[config.mk]
export PLATFORM = sky130hd
export DESIGN_NAME = temp_hum_meas_ctrl
export DESIGN_NICKNAME = d
export VERILOG_FILES = /design/src/rtl/temp_hum_pkg.sv /design/src/rtl/temp_hum_meas_ctrl.sv
export SDC_FILE = /design/constraint.sdc
export NUM_CORES = 1
export LEC_CHECK = 0
export BUFFER_PORTS_ARGS = -buffer_cell sky130_fd_sc_hd__buf_2
export CAP_MARGIN = 20
export CORE_MARGIN = 2
export CORE_UTILIZATION = 40
export DETAILED_ROUTE_END_ITERATION = 16
export HOLD_SLACK_MARGIN = 0.05
export PLACE_DENSITY = 0.65
export SLEW_MARGIN = 30
export SYNTH_ARGS = -nofsm -noshare
export SYNTH_HDL_FRONTEND = slang
export SYNTH_SLANG_ARGS = --single-unit
[constraint.sdc]
create_clock -name pclk -period 3.34 [get_ports pclk]
set_clock_uncertainty 0.15 [all_clocks]
set_input_delay 0.668 -clock pclk [delete_from_list [all_inputs] [get_ports pclk]]
set_output_delay 0.668 -clock pclk [all_outputs]
set_load 0.005 [all_outputs]
[src/rtl/temp_hum_pkg.sv]
// -----------------------------------------------------------------------------
// temp_hum_pkg
//   Shared definitions for the temperature/humidity measurement controller:
//   the controller state encoding and the default parameter values used by
//   temp_hum_meas_ctrl and anything that instantiates it.
// -----------------------------------------------------------------------------
package temp_hum_pkg;

  // Default width of the measurement-period field, in bits (period in seconds).
  localparam int DEFAULT_PERIOD_W    = 8;

  // Default width of each raw temperature / humidity sample.
  localparam int DEFAULT_DATA_W      = 16;

  // Default number of whole seconds the sensor gets to answer a trigger.
  localparam int DEFAULT_TIMEOUT_SEC = 2;

  // Controller states.
  //   ST_IDLE        : disabled, 1 s timer held in clear
  //   ST_WAIT_PERIOD : counting seconds until the next trigger
  //   ST_TRIGGER     : single-cycle trigger pulse to the sensor interface
  //   ST_WAIT_DONE   : waiting for the sensor completion strobe or a timeout
  typedef enum logic [1:0] {
    ST_IDLE        = 2'd0,
    ST_WAIT_PERIOD = 2'd1,
    ST_TRIGGER     = 2'd2,
    ST_WAIT_DONE   = 2'd3
  } meas_state_t;

  // Saturate a zero timeout to one second so the counter compare below never
  // underflows.
  function automatic int eff_timeout(input int timeout_sec);
    return (timeout_sec < 1) ? 1 : timeout_sec;
  endfunction

endpackage : temp_hum_pkg

[src/rtl/temp_hum_meas_ctrl.sv]
// -----------------------------------------------------------------------------
// temp_hum_meas_ctrl
//   Periodic measurement controller for a temperature/humidity sensor.
//   Every period_sec seconds (measured with an external 1 s timer counter) it
//   fires a one-cycle trigger, then waits for the sensor's completion strobe.
//   Captured samples are presented on temp_data/hum_data with a one-cycle
//   data_valid pulse; a sensor that does not answer within TIMEOUT_SEC seconds
//   raises the sticky timeout_err flag.
//
// Ports
//   pclk             in   clock, rising edge
//   preset           in   synchronous active-high reset
//   ctrl_en          in   level, 1 enables periodic measurement
//   period_sec       in   seconds between triggers (latched at latch points)
//   count_eq_1s      in   one-cycle tick from the external 1 s timer
//   temp_counter_en  out  enable for the external 1 s timer
//   temp_counter_clr out  synchronous clear for the external 1 s timer
//   meas_start       out  one-cycle trigger to the sensor interface
//   sensor_done      in   one-cycle completion strobe, samples valid with it
//   sensor_temp      in   raw temperature sample
//   sensor_hum       in   raw humidity sample
//   temp_data        out  last captured temperature
//   hum_data         out  last captured humidity
//   data_valid       out  one-cycle pulse, the cycle after a capture
//   timeout_err      out  sticky timeout flag
//   err_clr          in   one-cycle clear for timeout_err
//   busy             out  1 whenever the controller is not idle
//   meas_cnt         out  number of successful captures (wraps)
// -----------------------------------------------------------------------------
module temp_hum_meas_ctrl
  import temp_hum_pkg::*;
#(
  parameter int PERIOD_W    = DEFAULT_PERIOD_W,
  parameter int DATA_W      = DEFAULT_DATA_W,
  parameter int TIMEOUT_SEC = DEFAULT_TIMEOUT_SEC
) (
  input  logic                pclk,
  input  logic                preset,
  input  logic                ctrl_en,
  input  logic [PERIOD_W-1:0] period_sec,
  input  logic                count_eq_1s,
  output logic                temp_counter_en,
  output logic                temp_counter_clr,
  output logic                meas_start,
  input  logic                sensor_done,
  input  logic [DATA_W-1:0]   sensor_temp,
  input  logic [DATA_W-1:0]   sensor_hum,
  output logic [DATA_W-1:0]   temp_data,
  output logic [DATA_W-1:0]   hum_data,
  output logic                data_valid,
  output logic                timeout_err,
  input  logic                err_clr,
  output logic                busy,
  output logic [15:0]         meas_cnt
);

  // The seconds counter serves both the period wait and the timeout wait, so
  // it must be wide enough for whichever limit is larger.
  localparam int TIMEOUT_EFF = eff_timeout(TIMEOUT_SEC);
  localparam int TO_BITS     = $clog2(TIMEOUT_EFF + 1);
  localparam int CNT_W       = (PERIOD_W > TO_BITS) ? PERIOD_W : TO_BITS;

  // sec_cnt value on which the final timeout tick lands.
  localparam logic [CNT_W-1:0] TIMEOUT_LAST = CNT_W'(TIMEOUT_EFF - 1);

  meas_state_t          state;
  logic [CNT_W-1:0]     sec_cnt;
  logic [PERIOD_W-1:0]  period_q;

  logic [CNT_W-1:0]     period_last;
  logic                 period_hit;
  logic                 timeout_hit;
  logic                 done_accept;
  logic                 timeout_fire;
  meas_state_t          after_txn;

  // ---------------------------------------------------------------------------
  // Combinational helpers
  // ---------------------------------------------------------------------------

  // Exit condition is "sec_cnt + 1 == period", rewritten as a compare against
  // period - 1 so no extra adder is needed. A period of 0 behaves as 1.
  always_comb begin
    // NOTE: every signal written in always_comb gets a default first, so no
    // path can leave it unassigned and infer a latch.
    period_last = '0;
    if (period_q != '0) begin
      period_last = CNT_W'(period_q - PERIOD_W'(1));
    end
  end

  assign period_hit   = (sec_cnt == period_last);
  assign timeout_hit  = (sec_cnt == TIMEOUT_LAST);

  // sensor_done is only meaningful while waiting for it; a strobe coinciding
  // with the timeout tick counts as a success.
  assign done_accept  = (state == ST_WAIT_DONE) && sensor_done;
  assign timeout_fire = (state == ST_WAIT_DONE) && !sensor_done &&
                        count_eq_1s && timeout_hit;

  // Where a finished transaction goes: dropping ctrl_en mid-transaction lets
  // the transaction complete and then parks the controller.
  assign after_txn    = ctrl_en ? ST_WAIT_PERIOD : ST_IDLE;

  // ---------------------------------------------------------------------------
  // Output decode: timer control, trigger and busy follow the state, with the
  // timer cleared on every tick so each second restarts from zero.
  // ---------------------------------------------------------------------------
  always_comb begin
    temp_counter_en  = 1'b0;
    temp_counter_clr = 1'b0;
    meas_start       = 1'b0;
    busy             = 1'b1;
    unique case (state)
      ST_IDLE: begin
        temp_counter_clr = 1'b1;
        busy             = 1'b0;
      end
      ST_WAIT_PERIOD: begin
        temp_counter_en  = 1'b1;
        temp_counter_clr = count_eq_1s;
      end
      ST_TRIGGER: begin
        meas_start       = 1'b1;
        temp_counter_clr = 1'b1;
      end
      ST_WAIT_DONE: begin
        temp_counter_en  = 1'b1;
        // A completed transaction restarts the period from a clean second.
        temp_counter_clr = count_eq_1s | sensor_done;
      end
      default: begin
        temp_counter_clr = 1'b1;
        busy             = 1'b0;
      end
    endcase
  end

  // ---------------------------------------------------------------------------
  // State machine, seconds counter, capture registers and status flags
  // ---------------------------------------------------------------------------
  // NOTE: sequential state uses non-blocking assignments so every register
  // samples pre-edge values regardless of statement order.
  always_ff @(posedge pclk) begin
    if (preset) begin
      state       <= ST_IDLE;
      sec_cnt     <= '0;
      period_q    <= '0;
      temp_data   <= '0;
      hum_data    <= '0;
      data_valid  <= 1'b0;
      timeout_err <= 1'b0;
      meas_cnt    <= '0;
    end else begin
      data_valid <= 1'b0;

      // Setting wins over a coincident clear.
      if (timeout_fire) begin
        timeout_err <= 1'b1;
      end else if (err_clr) begin
        timeout_err <= 1'b0;
      end

      unique case (state)
        ST_IDLE: begin
          if (ctrl_en) begin
            state    <= ST_WAIT_PERIOD;
            period_q <= period_sec;
            sec_cnt  <= '0;
          end
        end

        ST_WAIT_PERIOD: begin
          if (!ctrl_en) begin
            state   <= ST_IDLE;
            sec_cnt <= '0;
          end else if (count_eq_1s) begin
            if (period_hit) begin
              state   <= ST_TRIGGER;
              sec_cnt <= '0;
            end else begin
              sec_cnt <= sec_cnt + CNT_W'(1);
            end
          end
        end

        ST_TRIGGER: begin
          state   <= ST_WAIT_DONE;
          sec_cnt <= '0;
        end

        ST_WAIT_DONE: begin
          if (done_accept) begin
            temp_data  <= sensor_temp;
            hum_data   <= sensor_hum;
            meas_cnt   <= meas_cnt + 16'd1;
            data_valid <= 1'b1;
            period_q   <= period_sec;
            sec_cnt    <= '0;
            state      <= after_txn;
          end else if (count_eq_1s) begin
            if (timeout_hit) begin
              period_q <= period_sec;
              sec_cnt  <= '0;
              state    <= after_txn;
            end else begin
              sec_cnt  <= sec_cnt + CNT_W'(1);
            end
          end
        end

        default: begin
          state   <= ST_IDLE;
          sec_cnt <= '0;
        end
      endcase
    end
  end

endmodule : temp_hum_meas_ctrl

### Word-level counts from Yosys, hierarchy flattened

Cells that the tools add are included.

| word-level totals | value |
|---|---|
| flip-flop bits (word level) | 68 |
| input bits | 46 |

| operators by class | value |
|---|---|
| bitwise operators | 2 |
| multiplexer cells | 30 |
| add/subtract/negate cells | 3 |
| eq/ne operators | 10 |
| reduce and logical (&&, ||, !) cells | 16 |

Operators with widths:

| cell | count |
|---|---|
| $mux 8 | 12 |
| $pmux 8 s4 | 1 |
| $add 16x1->16 const B | 1 |
| $pmux 8 s2 | 1 |
| $mux 2 | 7 |
| $ne 3x3->1 const B | 4 |
| $add 8x1->8 const B | 1 |
| $eq 8x1->1 const B | 1 |
| $eq 8x8->1 | 1 |
| $pmux 2 s4 | 1 |
| $reduce_bool 8->1 | 1 |
| $sub 8x1->8 const B | 1 |
| $mux 1 | 7 |
| $reduce_or 2->1 | 3 |
| $reduce_and 5->1 | 1 |
| $eq 2x2->1 const B | 2 |
| $logic_and 1x1->1 | 4 |
| $reduce_and 4->1 | 1 |
| $reduce_bool 2->1 | 2 |
| $pmux 1 s3 | 1 |
| $reduce_and 3->1 | 1 |
| $eq 2x1->1 const B | 1 |
| $logic_not 2->1 | 1 |
| $ne 2x2->1 const B | 1 |
| other kinds (4) | 4 |

### Longest topological paths before layout

Gate-level depths: netlist of run 1.

| logic depth | value |
|---|---|
| depth in word-level cells | 7 |
| mapped depth | 10 |
| depth with buffers taken out | 9 |

### Worst setup path before layout of run 1

OpenSTA, ideal clock, no wires.

| path | value |
|---|---|
| kind | reg-to-reg |
| start | register period_q[0] |
| end | register with a tool-made name |
| library setup time | 0.070 ns |
| data required time | 3.120 ns |
| period minus slack after synthesis | 2.749 ns |
| path slack | 0.591 ns |
| data arrival time | 2.528 ns |
| stages on the path, launching flop included | 11 |
| cell sequence | dfxtp_1 -> inv_1 -> ha_1 -> buf_2 -> nor3b_1 -> xor2_1 -> or3b_2 -> a311oi_2 -> nand3_2 -> or4_1 -> a21oi_1 |

RTL lines:

| item | RTL line | text |
|---|---|---|
| start: declaration | temp_hum_meas_ctrl.sv:68 | `logic [PERIOD_W-1:0] period_q;` |
| start signal: assignment | temp_hum_meas_ctrl.sv:168 | `period_q <= period_sec;` |
| start signal: assignment | temp_hum_meas_ctrl.sv:198 | `period_q <= period_sec;` |
| start signal: assignment | temp_hum_meas_ctrl.sv:203 | `period_q <= period_sec;` |

==> results by group, run 1 <==
Outcome
  – Outcome: finished, final reports clean

Die
  – Num ports: 100
  – # rows: 32
  – Core Box Area: 7650 sq um
  – Die footprint: around 8500 sq um
  – DIE HEIGHT: 92.3 microns
  – Initial Utilization: 40.8%
  – DIE WIDTH: 92.3 microns

Pwr
  – LEAKAGE: 1.67 nW
  – PwrDens: between 400 and 500 nW/um^2
  – Peak VDD IR: 173 uV

Routing
  – Routed length per placed instance: about 13 microns
  – Antenna-violating nets left: 0
  – Drt drc: 0
  – DR vias: 2,998
  – DRT iter0 DRCs: 125
  – Pre-antenna DRT Iters: 4
  – Total wire length: 7.61 mm
  – Drt via density: around 5

STA
  – Hold Vio Cnt, Final: 0
  – Fmax: 339 MHz
  – Worst setup margin: around 0.4 ns
  – Tcrit/Tclk final: 88.3%
  – Unrepaired setup endpoints after global routing: no
  – Sum Neg Setup Slack: 0 ns
  – Final setup violation count: 0
  – Worst-Margin Slew: 0.860 ns
  – Fin crit period: a little under 3 ns
  – Slew HR: 42.2%
  – Fin. max-slew vios: 0

Global route
  – Overall global routing resource usage: 17.7%
  – First-pass GRT wire length: approximately 12 mm
  – Pin count of the biggest net entering global routing: 63
  – Vias in the first global route: 2,583
  – Grt ovf: 0
  – Initial antenna violation count: 0

Setup path
  – Setup Crit Path Kind: reg2reg
  – R2R Path Start: period_q[0]
  – Worst endpoint data arrival time: ~3 ns
  – WP data required: 3.45 ns
  – WP buf/inv: 1
  – R2R cell count: 9
  – Register-to-register setup slack: 0.39 ns
  – Critical Path End Type: register
  – CP peak stage delay: roughly 0.5 ns
  – Crit-path cells: inv_1 > ha_1 > nor3b_1 > xor2_1 > or3b_2 > a311oi_2 > nand3_2 > or4_1 > a21oi_1
  – Top Family by Delay on Critical Path: simple AND/OR/NAND/NOR gates
  – Critical-path top delay cell: or4_1
  – Critical Path Fanout Max: 8
  – CP startpoint kind: register

Synth
  – Net Count, Synth: 444
  – Syn Inst Count: 394
  – Synth area leaders: dfxtp_1 (44%), nand2_1 (11%), a21oi_1 (7.4%), nor2_1 (4.5%), xor2_1 (3.4%)
  – Sequential share of the synthesized area: 43.6%
  – Mean area per synthesized cell: approximately 8 sq um
  – Compound-cell area share of the yosys netlist: 15.5%
  – Simple-Gate Fraction of Synth Area: 29.0%
  – FF+latch count, synth: 68
  – Post-Synth Adder-Cell Area: 1.60%
  – Post-synthesis xor/xnor area fraction: approximately 4.8%
  – Post-synth EDFFs: 0
  – Synth area leader: dfxtp_1
  – Synth Warn #: 0
  – FFs w/ async S/R, synth: 0%
  – Netlist cell types: 52
  – Mux cell area share after synthesis: 1.92%
  – Largest family of logic cells by synthesized area: simple AND/OR/NAND/NOR gates
  – Synth top area share: 43.6%
  – Main flop type after synthesis: dfxtp_1
  – Cell area after synthesis: about 3100 sq um

Place
  – Inst Count DP: 577
  – Pre-CTS WS: ~0.42 ns
  – Detailed Place HPWL: 5.29 mm
  – Port bufs: 99
  – Routability cong.: 0.856

Clock network
  – Clk Latency, worst-skew pair: ~0.35 ns
  – Post-cts gate resize count: 0
  – Setup Fix Bufs, Post-CTS: 0
  – CTS max path bufs: 2
  – Hold buffer count at CTS: 0
  – Sink Count: 68
  – Clock transition at path regs: 0.07 ns
  – Root buffer cell: clkbuf_8
  – Inserted Clock Buffers: 9
  – H-Tree Depth: 3
  – CTS tree: built

Worst hold path
  – Worst hold path class: reg2reg
  – Worst Hold Endpoint: temp_data[15]
  – Worst hold start: temp_data[15]
  – Worst Hold Path Cells: 2

Layout
  – Area grow syn2layout: 25.1%
  – # diodes: 0
  – Final #Nets: 536
  – Fraction of final layout cells sized beyond drive strength 1: 26.1%
  – Fin util: 51.0%
  – Finished Layout Cells: 592

Flow run
  – Max-Cap Viols: 0
per-layer routing:
layer  global-route usage (%)  up-vias  part of all wire, %
li1                         -     1531                    -
met1                     22.8     1371                   47
met2                     27.6       83                   46
met3                     3.74       13                  4.8
met4                     9.70        0                  2.3
met5                        0        -                    0
layout by cell type (no fill, tap or decap), types with 2 or more instances in the layout:
master,Yosys,layout
or2_2,3,3
nand4_1,7,7
xor2_1,12,12
or3_1,5,5
a21oi_1,46,46
clkbuf_8,0,9
buf_4,0,4
nor2_1,37,37
nand2b_1,5,5
bufinv_16,0,2
or4_1,2,2
nor3b_1,2,2
and3_1,4,4
dfxtp_1,68,68
nand2_1,94,94
mux2i_1,6,6
o21a_1,2,2
o21ai_0,5,5
o2111ai_1,2,2
nor3_1,7,7
o32a_1,2,2
and2_1,4,4
nor2b_1,4,4
ha_1,4,4
nor4_4,2,2
o211ai_1,2,2
o221ai_1,4,4
o22ai_1,2,2
clkinv_4,0,2
nand3b_1,2,2
buf_2,1,99
nand3_1,8,8
xnor2_1,5,5
inv_1,7,7
sequential cells by signal, indices dropped and copies added, names as in the netlist, named ones only:
name and flops:
temp_data 16, hum_data 16, sec_cnt 8, state 1, period_q 8, timeout_err 1
data_valid 1, meas_cnt 16
through the flow:
| stage | cell area, sq um | hold slack [ns] | total power, mW |
|---|---|---|---|
| after floorplan | 3120 | 0.303 | 0.959 |
| after global placement | 3690 | 0.289 | 1.01 |
| after detailed placement | 3690 | 0.295 | 1.01 |
| after CTS | 3900 | 0.306 | 1.75 |
| after global routing | 3900 | 0.325 | 1.80 |
| final | 3900 | 0.302 | 1.73 |
worst max-delay path by stage:
stage / depth (start not counted) / endpoint / startpoint
finish: 9 / register / period_q[0]
global route: 9 / sec_cnt[2] / period_q[0]
CTS: 9 / register / period_q[0]
detailed placement: 9 / register / period_q[0]
global placement: 9 / register / period_q[0]
floorplan: 10 / register / period_q[0]
synth_stat cells, drive strengths merged, types with 2 or more instances:
| cell type | instances |
|---|---|
| o21a | 2 |
| mux2i | 6 |
| nor4 | 3 |
| nand3b | 2 |
| nand2 | 95 |
| a311oi | 2 |
| nand3 | 9 |
| or3 | 5 |
| o2111ai | 2 |
| dfxtp | 68 |
| nor3b | 2 |
| and2 | 4 |
| clkbuf | 18 |
| nor2b | 4 |
| o32a | 2 |
| xnor2 | 5 |
| and3 | 4 |
| or2 | 3 |
| o211ai | 2 |
| nor3 | 7 |
| or4 | 2 |
| nor2 | 37 |
| o22ai | 2 |
| inv | 7 |
| o221ai | 4 |
| nand2b | 5 |
| o21ai | 5 |
| buf | 4 |
| nand4 | 7 |
| a21oi | 46 |
| xor2 | 12 |
| ha | 4 |
worst register-to-register path, cell delays in order (launching register included):
cell	delay, ns
dfxtp_1	0.35
inv_1	0.09
ha_1	0.31
nor3b_1	0.28
xor2_1	0.11
or3b_2	0.46
a311oi_2	0.33
nand3_2	0.15
or4_1	0.49
a21oi_1	0.15
power breakdown:
group | switching [mW] | internal (mW)
combinational | 0.0860 | 0.0732
sequential | 0.0156 | 0.818
clock | 0.318 | 0.417
area by class of cell:
cell class | count | area [sq um]
clock inverters | 6 | 90.1
repair buffers | 103 | 526
multi-input cells | 297 | 1650
inverters | 7 | 26.3
flip-flops and latches | 68 | 1360
well taps | 102 | 128
clock buffers | 9 | 124
fillers | 755 | 3740
kinds of logic (layout without fill, tap and decap cells):
kind of cell,after synthesis,count (layout)
muxes,6,6
and+or+nand+nor,192,192
buffers and inverters,29,125
DFF,68,68
xor gates and xnor gates,17,17
AOI/OAI and AO/OA,78,78
adders and majority gates,4,4
Power figures use the tool's default switching activity.
==> run 2, diff against run 1 <==
Settings changed: GPL_TIMING_DRIVEN from default to 0, REMOVE_ABC_BUFFERS from default to 1.
==> results by group, run 2 (synthesis results as in run 1) <==
Routing
  – DR vias: 2,930 (was 2,998)
  – Drt via density: 4.97 (was 5.06)
  – DRT iter0 DRCs: 103 (was 125)
  – Antenna-violating nets left: 0 (unchanged)
  – Total wire length: 7.23 mm (was 7.61 mm)
  – Drt drc: 0 (unchanged)
  – Pre-antenna DRT Iters: 4 (unchanged)
  – Routed length per placed instance: 12.3 microns (was 12.8 microns)

STA
  – Fin crit period: 3.02 ns (was 2.95 ns)
  – Worst-Margin Slew: 0.847 ns (was 0.860 ns)
  – Fin. max-slew vios: 0 (unchanged)
  – Sum Neg Setup Slack: 0 ns (unchanged)
  – Final setup violation count: 0 (unchanged)
  – Unrepaired setup endpoints after global routing: no (unchanged)
  – Tcrit/Tclk final: 90.5% (was 88.3%)
  – Slew HR: 43.1% (was 42.2%)
  – Fmax: 331 MHz (was 339 MHz)
  – Hold Vio Cnt, Final: 0 (unchanged)

Global route
  – First-pass GRT wire length: 11.8 mm (was 12.1 mm)
  – Pin count of the biggest net entering global routing: 68 (was 63)
  – Grt ovf: 0 (unchanged)
  – Initial antenna violation count: 0 (unchanged)
  – Vias in the first global route: 2,593 (was 2,583)
  – Overall global routing resource usage: 17.1% (was 17.7%)

Layout
  – Most frequent cells in the layout: buf_2 (98), nand2_1 (94), dfxtp_1 (68) (was buf_2 (99), nand2_1 (94), dfxtp_1 (68))
  – Final #Nets: 532 (was 536)
  – Commonest non-fill, non-tap cell in the layout: buf_2 (unchanged)
  – Fraction of final layout cells sized beyond drive strength 1: 26.1% (about the same)
  – Finished layout cell area: 3890 sq um (was 3900 sq um)
  – Area grow syn2layout: 24.7% (was 25.1%)
  – Fillers: 758 (was 755)
  – Largest regs: hum_data (16), meas_cnt (16), temp_data (16) (unchanged)
  – # diodes: 0 (unchanged)

Worst hold path
  – Worst hold start: hum_data[8] (was temp_data[15])
  – Worst Hold Path Cells: 2 (unchanged)
  – Worst Hold Endpoint: hum_data[8] (was temp_data[15])
  – Worst hold path class: reg2reg (unchanged)

Die
  – Core Box Area: 7650 sq um (unchanged)
  – # rows: 32 (unchanged)
  – Num ports: 100 (unchanged)
  – DIE HEIGHT: 92.3 microns (unchanged)
  – Initial Utilization: 40.8% (unchanged)
  – DIE WIDTH: 92.3 microns (unchanged)
  – Die footprint: 8520 sq um (unchanged)

Setup path
  – R2R Path Start: period_q[0] (unchanged)
  – Critical path origin: period_q[0] (unchanged)
  – R2R cell count: 9 (unchanged)
  – Worst endpoint data arrival time: 3.13 ns (was 3.06 ns)
  – WP data required: 3.45 ns (about the same)
  – Critical Path Fanout Max: 8 (unchanged)
  – Register-to-register setup slack: 0.32 ns (was 0.39 ns)
  – CP startpoint kind: register (unchanged)
  – Critical Path End Type: register (unchanged)
  – Setup Crit Path Kind: reg2reg (unchanged)

Place
  – Port bufs: 99 (unchanged)
  – Dpl cell area: 3670 sq um (was 3690 sq um)
  – Detailed Place HPWL: 4.94 mm (was 5.29 mm)
  – Routability cong.: 0.846 (was 0.856)

Outcome
  – Outcome: finished, final reports clean (unchanged)

Clock network
  – Setup Fix Bufs, Post-CTS: 0 (unchanged)
  – Inserted Clock Buffers: 9 (unchanged)
  – H-Tree Depth: 3 (unchanged)
  – CTS max path bufs: 2 (unchanged)
  – Sink Count: 68 (unchanged)
  – Post-cts gate resize count: 0 (unchanged)
  – CTS tree: built (unchanged)
  – Root buffer cell: clkbuf_8 (unchanged)
  – Clock transition at path regs: 0.07 ns (about the same)
  – Hold buffer count at CTS: 0 (unchanged)
  – Clk Latency, worst-skew pair: 0.33 ns (was 0.35 ns)

Pwr
  – Peak VDD IR: 212 uV (was 173 uV)
  – PnR Total Power: 1.72 mW (was 1.73 mW)
  – PwrDens: 443 nW/um^2 (about the same)
  – LEAKAGE: 1.65 nW (was 1.67 nW)

Flow run
  – Max-Cap Viols: 0 (unchanged)
-- run 2: how the worst max path moves through the flow --
stage | endpoint
after floorplan | register
after global placement | meas_cnt[13]
after detailed placement | register
after CTS | register
after global routing | register
final | register
-- run 2: per-layer routing --
layer	track usage (%)	wire length [microns]	vias up
met4	7.84	129	0
met5	0	0	-
met1	21.7	3290	1328
met3	3.25	326	11
met2	28.0	3480	61
li1	-	-	1530
-- run 2: power by group --
group,internal (mW),switching [mW],total (mW)
Sequential,0.818,0.0156,0.834
Combinational,0.0724,0.0865,0.159
Clock,0.420,0.311,0.732
-- run 2: final cells by class --
cell class / count / area [sq um] / share of cell area (%)
Sequential cell: 68 / 1360 / 35.0
Clock inverter: 6 / 88.8 / 2.28
Tap cell: 102 / 128 / 3.28
Inverter: 7 / 26.3 / 0.675
Clock buffer: 10 / 128 / 3.28
Timing Repair Buffer: 99 / 498 / 12.8
Multi-Input combinational cell: 297 / 1660 / 42.7
-- run 2: worst max-delay path, stage by stage (launching register included) --
cell and delay, ns:
dfxtp_1 0.36, inv_1 0.09, ha_1 0.31, nor3b_1 0.42, nand2_2 0.15, or3_1 0.35, a311oi_2 0.31, nand3_2 0.16
or4_1 0.50, a21oi_1 0.15
-- run 2: metrics by stage --
stage | worst slack [ns] | utilization [%] | hold slack [ns] | std cells
2_1_floorplan | 0.633 | - | 0.297 | 372
5_1_grt | 0.145 | 50.9 | 0.323 | 589
3_5_place_dp | 0.364 | 48.0 | 0.295 | 573
4_1_cts | 0.322 | 50.9 | 0.305 | 589
6_report | 0.318 | 50.9 | 0.302 | 589
3_3_place_gp | 0.00118 | 47.8 | 0.289 | 573
==> run 3, diff against run 2 <==
Settings changed: CTS_BUF_LIST from default to sky130_fd_sc_hd__clkbuf_4.
Clock period 3.34 ns to 2.91 ns, I/O delays scaled along.
==> results by group, run 3 (synthesis results as in run 1) <==
Outcome
  – Outcome: finished, final reports clean (unchanged)

STA
  – Tcrit/Tclk final: 96.4% (was 90.5%)
  – Sum Neg Setup Slack: 0 ns (unchanged)
  – Final hold slack: 0.254 ns (was 0.302 ns)
  – Worst setup margin: 0.105 ns (was 0.318 ns)
  – Fin. max-slew vios: 0 (unchanged)
  – Fmax: 356 MHz (was 331 MHz)
  – Worst-Margin Slew: 0.721 ns (was 0.847 ns)
  – Final setup violation count: 0 (unchanged)
  – Slew HR: 51.9% (was 43.1%)
  – Fin crit period: 2.81 ns (was 3.02 ns)
  – Unrepaired setup endpoints after global routing: no (unchanged)
  – Hold Vio Cnt, Final: 0 (unchanged)

Global route
  – Pin count of the biggest net entering global routing: 68 (unchanged)
  – Initial antenna violation count: 0 (unchanged)
  – First-pass GRT wire length: 11.8 mm (about the same)
  – Grt ovf: 0 (unchanged)
  – Overall global routing resource usage: 17.1% (about the same)
  – Vias in the first global route: 2,602 (was 2,593)

Setup path
  – Critical Path Fanout Max: 8 (unchanged)
  – Critical Path End Type: register (unchanged)
  – WP data required: 3.08 ns (was 3.45 ns)
  – CP startpoint kind: register (unchanged)
  – Setup Crit Path Kind: reg2reg (unchanged)
  – Worst endpoint data arrival time: 2.97 ns (was 3.13 ns)

Layout
  – # diodes: 0 (unchanged)
  – Largest regs: hum_data (16), meas_cnt (16), temp_data (16) (unchanged)
  – Final #Nets: 535 (was 532)
  – Most frequent cells in the layout: buf_2 (98), nand2_1 (94), dfxtp_1 (65) (was buf_2 (98), nand2_1 (94), dfxtp_1 (68))
  – Finished layout cell area: 3920 sq um (was 3890 sq um)
  – Fraction of final layout cells sized beyond drive strength 1: 28.4% (was 26.1%)
  – Commonest non-fill, non-tap cell in the layout: buf_2 (unchanged)
  – Area grow syn2layout: 25.5% (was 24.7%)
  – Fillers: 762 (was 758)

Place
  – Routability cong.: 0.846 (unchanged)
  – Port bufs: 99 (unchanged)
  – Detailed Place HPWL: 4.94 mm (unchanged)
  – Pre-CTS WS: -0.0663 ns (was 0.364 ns)
  – Dpl cell area: 3670 sq um (unchanged)

Flow run
  – Max-Cap Viols: 0 (unchanged)

Pwr
  – Peak VDD IR: 207 uV (was 212 uV)
  – PwrDens: 476 nW/um^2 (was 443 nW/um^2)
  – LEAKAGE: 1.65 nW (about the same)
  – PnR Total Power: 1.87 mW (was 1.72 mW)

Routing
  – Routed length per placed instance: 12.3 microns (about the same)
  – Drt via density: 5.00 (was 4.97)
  – Antenna-violating nets left: 0 (unchanged)
  – Pre-antenna DRT Iters: 5 (was 4)
  – Drt drc: 0 (unchanged)
  – Total wire length: 7.29 mm (was 7.23 mm)
  – DR vias: 2,961 (was 2,930)
  – DRT iter0 DRCs: 85 (was 103)

Die
  – Num ports: 100 (unchanged)
  – Initial Utilization: 40.8% (unchanged)
  – # rows: 32 (unchanged)
  – Core Box Area: 7650 sq um (unchanged)
  – DIE WIDTH: 92.3 microns (unchanged)
  – DIE HEIGHT: 92.3 microns (unchanged)
  – Die footprint: 8520 sq um (unchanged)

Clock network
  – Sink Count: 68 (unchanged)
  – Hold buffer count at CTS: 0 (unchanged)
  – Root buffer cell: clkbuf_4 (was clkbuf_8)
  – CTS max path bufs: 2 (unchanged)
  – Inserted Clock Buffers: 9 (unchanged)
  – Clk Latency, worst-skew pair: 0.39 ns (was 0.33 ns)
  – Clock transition at path regs: 0.12 ns (was 0.07 ns)
  – H-Tree Depth: 3 (unchanged)
  – CTS tree: built (unchanged)

Worst hold path
  – Worst hold path class: in2reg (was reg2reg)
==> run 3: cell types whose count changed in the layout (fill, tap and decap cells not counted), sizes merged <==
cell  before  now
buf       99  102
==> run 3: final timing paths <==
kind / cells past startpoint / slack, ns / to / startpoint
setup / recovery: 9 / 0.10 / register / period_q[0]
hold / removal: 3 / 0.25 / hum_data[0] / sensor_hum[0]
setup reg to reg: 9 / 0.10 / register / period_q[0]
hold reg to reg: 2 / 0.31 / hum_data[8] / hum_data[8]
==> run 3: cell type report <==
| class | instances | area (sq um) | area share (%) |
|---|---|---|---|
| Multi-Input combinational cell | 297 | 1710 | 43.7 |
| Sequential cell | 68 | 1370 | 34.9 |
| Timing Repair Buffer | 102 | 520 | 13.3 |
| Tap cell | 102 | 128 | 3.26 |
| Clock inverter | 6 | 88.8 | 2.27 |
| Clock buffer | 10 | 75.1 | 1.92 |
| Inverter | 7 | 26.3 | 0.671 |
==> run 3: layer usage <==
metal	global-route usage (%)	routed length, microns	vias up
met5	0	0	-
met1	21.6	3330	1359
li1	-	-	1536
met2	28.0	3530	54
met3	3.50	292	12
met4	7.84	128	0
==> run 3: power breakdown <==
group / switching (mW) / total [mW] / leakage (nW) / internal (mW)
Clock: 0.342 / 0.700 / 0.0826 / 0.358
Combinational: 0.107 / 0.207 / 1.02 / 0.0995
Sequential: 0.0187 / 0.959 / 0.551 / 0.940
==> run 3: what timing repair did <==
item	4_1_cts	5_1_grt
gates cloned	0	0
pin swaps	0	2
resized for setup	4	8
setup endpoints to repair	1	7
buffers inserted	0	3
==> run 3: per-stage QoR <==
stage / instances / util [%]
after floorplan: 372 / -
after global placement: 573 / 47.8
after detailed placement: 573 / 48.0
after CTS: 589 / 50.4
after global routing: 592 / 51.2
final: 592 / 51.2
==> run 3: critical path, cell delays in order, from the launching register on <==
cell,delay [ns]
dfxtp_4,0.37
inv_1,0.11
ha_4,0.19
nor3b_2,0.22
xor2_1,0.11
or3b_2,0.49
a311oi_4,0.30
nand3_2,0.15
or4_1,0.50
a21oi_1,0.15
